**src/rtl/top_writeback.sv**
```systemverilog
// WriteBack stage: result select, integer register file, architectural PC and retired-instruction counter.
// Optional write-through of the retiring result onto the read ports: define WB_BYPASS_EN.
module top_writeback #(
`ifdef RV64I
  parameter int XLEN = 64,
`else
  parameter int XLEN = 32,
`endif
  parameter int OPLEN = 3,
  parameter int RF_WE_BIT = 2,
  parameter int WB_SEL_BIT_H = 1,
  parameter int WB_SEL_BIT_L = 0,
  parameter logic [XLEN-1:0] RESET_VECTOR = '0
) (
  input  logic             clk,
  input  logic             rst,
  input  logic             phase_writeback,
  input  logic [OPLEN-1:0] decoded_op_mw,
  input  logic             jump_state_mw,
  input  logic [4:0]       rdsel_mw,
  input  logic [XLEN-1:0]  curr_pc_mw,
  input  logic [XLEN-1:0]  alu_out_mw,
  input  logic [XLEN-1:0]  mem_out_mw,
  input  logic [XLEN-1:0]  csr_out_mw,
  input  logic [4:0]       rs1sel,
  input  logic [4:0]       rs2sel,
  output logic [XLEN-1:0]  rs1data,
  output logic [XLEN-1:0]  rs2data,
  output logic [XLEN-1:0]  pc,
  output logic [63:0]      instret,
  output logic             inst_misaligned,
  output logic             stall_writeback
);

  logic [XLEN-1:0] regs [1:31];
  logic [1:0]      wb_sel;
  logic            wr_en;
  logic [XLEN-1:0] pc_plus4;
  logic [XLEN-1:0] wr_data;
  logic [XLEN-1:0] target;

  assign wb_sel   = decoded_op_mw[WB_SEL_BIT_H:WB_SEL_BIT_L];
  assign wr_en    = phase_writeback & decoded_op_mw[RF_WE_BIT] & (rdsel_mw != 5'd0);
  assign pc_plus4 = curr_pc_mw + XLEN'(4);
  assign target   = {alu_out_mw[XLEN-1:1], 1'b0};

  assign stall_writeback = 1'b0;

  always_comb begin
    wr_data = alu_out_mw;
    case (wb_sel)
      2'b00:   wr_data = alu_out_mw;
      2'b01:   wr_data = mem_out_mw;
      2'b10:   wr_data = pc_plus4;
      default: wr_data = csr_out_mw;
    endcase
  end

  // x0 has no storage; index 0 reads as zero
  always_comb begin
    rs1data = '0;
    rs2data = '0;
    if (rs1sel != 5'd0) rs1data = regs[rs1sel];
    if (rs2sel != 5'd0) rs2data = regs[rs2sel];
`ifdef WB_BYPASS_EN
    if (wr_en && (rs1sel == rdsel_mw)) rs1data = wr_data;
    if (wr_en && (rs2sel == rdsel_mw)) rs2data = wr_data;
`endif
  end

  always_ff @(posedge clk) begin
    if (rst) begin
      for (int i = 1; i < 32; i++) regs[i] <= '0;
      pc              <= RESET_VECTOR;
      instret         <= '0;
      inst_misaligned <= 1'b0;
    end else begin
      inst_misaligned <= 1'b0;
      if (phase_writeback) begin
        instret <= instret + 64'd1;
        if (!jump_state_mw) begin
          pc <= pc_plus4;
        end else if (target[1]) begin
          // misaligned target: hold at the faulting instruction and flag it
          pc              <= curr_pc_mw;
          inst_misaligned <= 1'b1;
        end else begin
          pc <= target;
        end
      end
      if (wr_en) regs[rdsel_mw] <= wr_data;
    end
  end

endmodule
```
**config.mk**
```make
export PLATFORM = sky130hd
export DESIGN_NAME = top_writeback
export DESIGN_NICKNAME = d
export VERILOG_FILES = /design/src/rtl/top_writeback.sv
export SDC_FILE = /design/constraint.sdc
export NUM_CORES = 2
export LEC_CHECK = 0
export ABC_CLOCK_PERIOD_IN_PS = 3100
export BUFFER_PORTS_ARGS = -buffer_cell sky130_fd_sc_hd__buf_2
export CAP_MARGIN = 40
export CORE_ASPECT_RATIO = 0.9
export CORE_MARGIN = 2
export CORE_UTILIZATION = 40
export CTS_CLUSTER_SIZE = 30
export DETAILED_ROUTE_END_ITERATION = 10
export PLACE_DENSITY = 0.62
export SLEW_MARGIN = 25
export SYNTH_ARGS = -nofsm -noshare
export SYNTH_HDL_FRONTEND = slang
export SYNTH_SLANG_ARGS = --single-unit
```
**constraint.sdc**
```tcl
create_clock -name clk -period 3.1 [get_ports clk]
set_input_delay 0.31 -clock clk [delete_from_list [all_inputs] [get_ports clk]]
set_output_delay 0.31 -clock clk [all_outputs]
set_load 0.005 [all_outputs]
```
==> impl_metrics.py <==
metrics = {
    "timing": {
        "rsz0062_at_grt": "no",
        "slew_headroom": 0.414,
        "hold_viol": 0,
        "period_share": 0.992,
        "worstMarginPinSlew_ps": 878,
        "fin_crit_ps": 3070,
        "setup_slack_ps": 26.2,
        "setup_violations": 0,
        "tns_ps": 0,
        "fmax_mhz": 325,
        "clock_skew_ps": 10.7,
        "drv_slew": 0,
    },
    "global_route": {
        "grt_pass1_vias": 43446,
        "overflow": 0,
        "grt_pass1_wl_um": 310000,
        "grt_max_degree": 120,
        "antenna_found_initial": 20,
        "grt_use_total": 0.283,
    },
    "power": {
        "irDropWorstVdd_mv": 0.448,
        "switchingPower_mw": 9.78,
        "pwr-share-clk": 0.373,
        "internal_power_mw": 27.1,
        "power_density_nw_per_um2": 528,
        "seqPwrFrac": 0.479,
        "pwr-share-comb": 0.149,
        "sw_frac_of_total": 0.266,
        "p_leak_nw": 24.3,
    },
    "detailed_routing": {
        "wl_per_cell_um": 31.7,
        "drt_iter0_markers": 6573,
        "dr.pass1.iters": 7,
        "viasPerCell": 6.45,
        "ant_nets": 0,
        "wl_um": 219000,
        "drc_errors": 0,
        "route.vias.total": 44634,
    },
    "outcome": {
        "outcome": "finished, final reports clean",
    },
    "clock_tree": {
        "cts-buffers-inserted": 115,
        "postCtsSetupBuffers": 0,
        "cts.clk_slew.worst_paths_ps": 70,
        "cts_tree": "built",
        "cts_sinks": 1121,
        "clock_latency_ps": 760,
        "htree_levels": 3,
        "cts_buffer_depth": 3,
        "cts-root-buf": "clkbuf_16",
    },
    "critical_path": {
        "path_max_fanout": 2,
        "worstPathRequired_ps": 2790,
        "start_kind": "register",
        "worstPathArrival_ps": 2760,
        "crit_type": "reg -> out",
        "worstSetupEndpointType": "primary output",
    },
    "layout": {
        "multi_input_area_um2": 25500,
        "fillers": 13112,
        "seq_area_um2": 32700,
        "final_common_cell": "edfxtp_1",
        "drive_above_1_share": 0.320,
        "final_cell_mix": "1024 x edfxtp_1, 833 x nor2_1, 513 x mux4_2",
        "finish.net_count": 5000,
        "area_growth_pct": 16.9,
    },
    "die": {
        "die_h_um": 371,
        "core-area_um2": 148000,
        "start_util": 0.403,
        "ios": 312,
        "dieWidth_um": 411,
        "die-area_um2": 152000,
        "core.rowCount": 134,
    },
    "min_path": {
        "hold_class": "in -> reg",
    },
    "synth": {
        "syn_inst": 4512,
        "synth_top_cell_area_share": 0.515,
        "synth_area_leader_cell": "edfxtp_1",
        "async_flop_share": 0,
        "ys_ff_latch": 1121,
        "yosysSeqAreaShare": 0.547,
        "yosysWarnings": 0,
        "synthTopCellsByArea": "edfxtp_1 51%, mux4_2 19%, nor2_1 5.2%",
        "synth_area_um2": 59700,
        "avgSynthCellArea_um2": 13.2,
        "synthFlopType": "edfxtp_1",
        "synth_cell_types": 66,
        "synth-edff-count": 1024,
    },
    "place": {
        "dp_hpwl_um": 139000,
        "dp_slack_ps": 53.3,
        "port_buffers": 310,
        "place.gp.congestion": 0.951,
    },
    "job": {
        "cap_viol_max_count": 0,
    },
}
power by group through the flow:
stage / Clock [mW] / Combinational (mW) / Sequential [mW]
after global routing: 14.4 / 5.69 / 17.7
after floorplan: 0 / 3.14 / 17.8
after CTS: 13.8 / 5.40 / 17.6
final: 13.7 / 5.48 / 17.6
after global placement: 0 / 5.26 / 17.9
after detailed placement: 0 / 5.31 / 17.9
Yosys cell counts (43+ instances only):
master,n
o21ai_0,43
nand3_1,43
mux2i_1,151
clkbuf_1,399
edfxtp_1,1024
mux2_2,162
dfxtp_1,97
nand2_1,140
mux4_2,513
a21oi_1,403
o22ai_1,190
buf_1,69
nor2_1,834
metal layers:
metal | share of wire | GRT usage
met5 | 0.00031 | 0
met4 | 0.044 | 0.113
met3 | 0.13 | 0.0764
met2 | 0.45 | 0.437
met1 | 0.37 | 0.381
worst max-delay path: stages, from the launching register on:
cell	delay, ps
edfxtp_1	380
mux4_2	500
mux2i_1	250
nor2_1	70
a21oi_1	330
buf_4	200
o22ai_1	120
buf_2	160
sequential cells by signal (all words and copies together), names as in the netlist:
name and cells:
regs 1024, instret 64, pc 32, inst_misaligned 1
per-stage QoR:
step	utilization	cells	area, um^2	hold slack [ps]	power, mW
final	0.471	6922	69800	36.3	36.8
after CTS	0.471	6914	69800	1.05	36.8
after global routing	0.471	6919	69800	56.2	37.8
after global placement	0.443	6644	65600	436	23.1
after floorplan	-	4544	59800	449	20.9
after detailed placement	0.443	6647	65600	444	23.2
final timing paths:
path | startpoint | endpoint | slack (ps) | depth (start not counted)
worst max-delay path | regs[19][8] | rs2data[8] | 30 | 7
worst min-delay path | alu_out_mw[30] | pc[30] | 40 | 5
worst min register to register | pc[2] | pc[2] | 450 | 2
worst max register to register | instret[14] | instret[57] | 780 | 6
cell families (layout without fill, tap and decap cells):
family | after synthesis | in the layout | synth area share
AO/OA/AOI/OAI | 763 | 763 | 0.0744
XOR/XNOR | 49 | 49 | 0.00719
adder cells (fa/ha/maj) | 2 | 2 | 0.000419
buffers and inverters | 520 | 919 | 0.0333
flip-flops | 1121 | 1121 | 0.547
multiplexers | 826 | 826 | 0.249
other | 1 | 40 | 0.0000628
AND/OR/NAND/NOR | 1230 | 1230 | 0.0879
cell type report:
type                       instances  share of cell area
inverter                          40             0.00215
tap                             1972              0.0353
sequential                      1121               0.468
timing repair buffer             667              0.0771
clock buffer                     145              0.0428
antenna                            7            0.000251
multi-input combinational       2903               0.366
clock inverter                    67             0.00853
timing repair:
item / 4_1_cts / 5_1_grt
hold endpoints to repair: 28 / 0
gates resized for setup: 0 / 5
hold buffers: 55 / 0
setup endpoints to repair: 0 / 4
No activity file was read; power rests on OpenSTA's default activity.
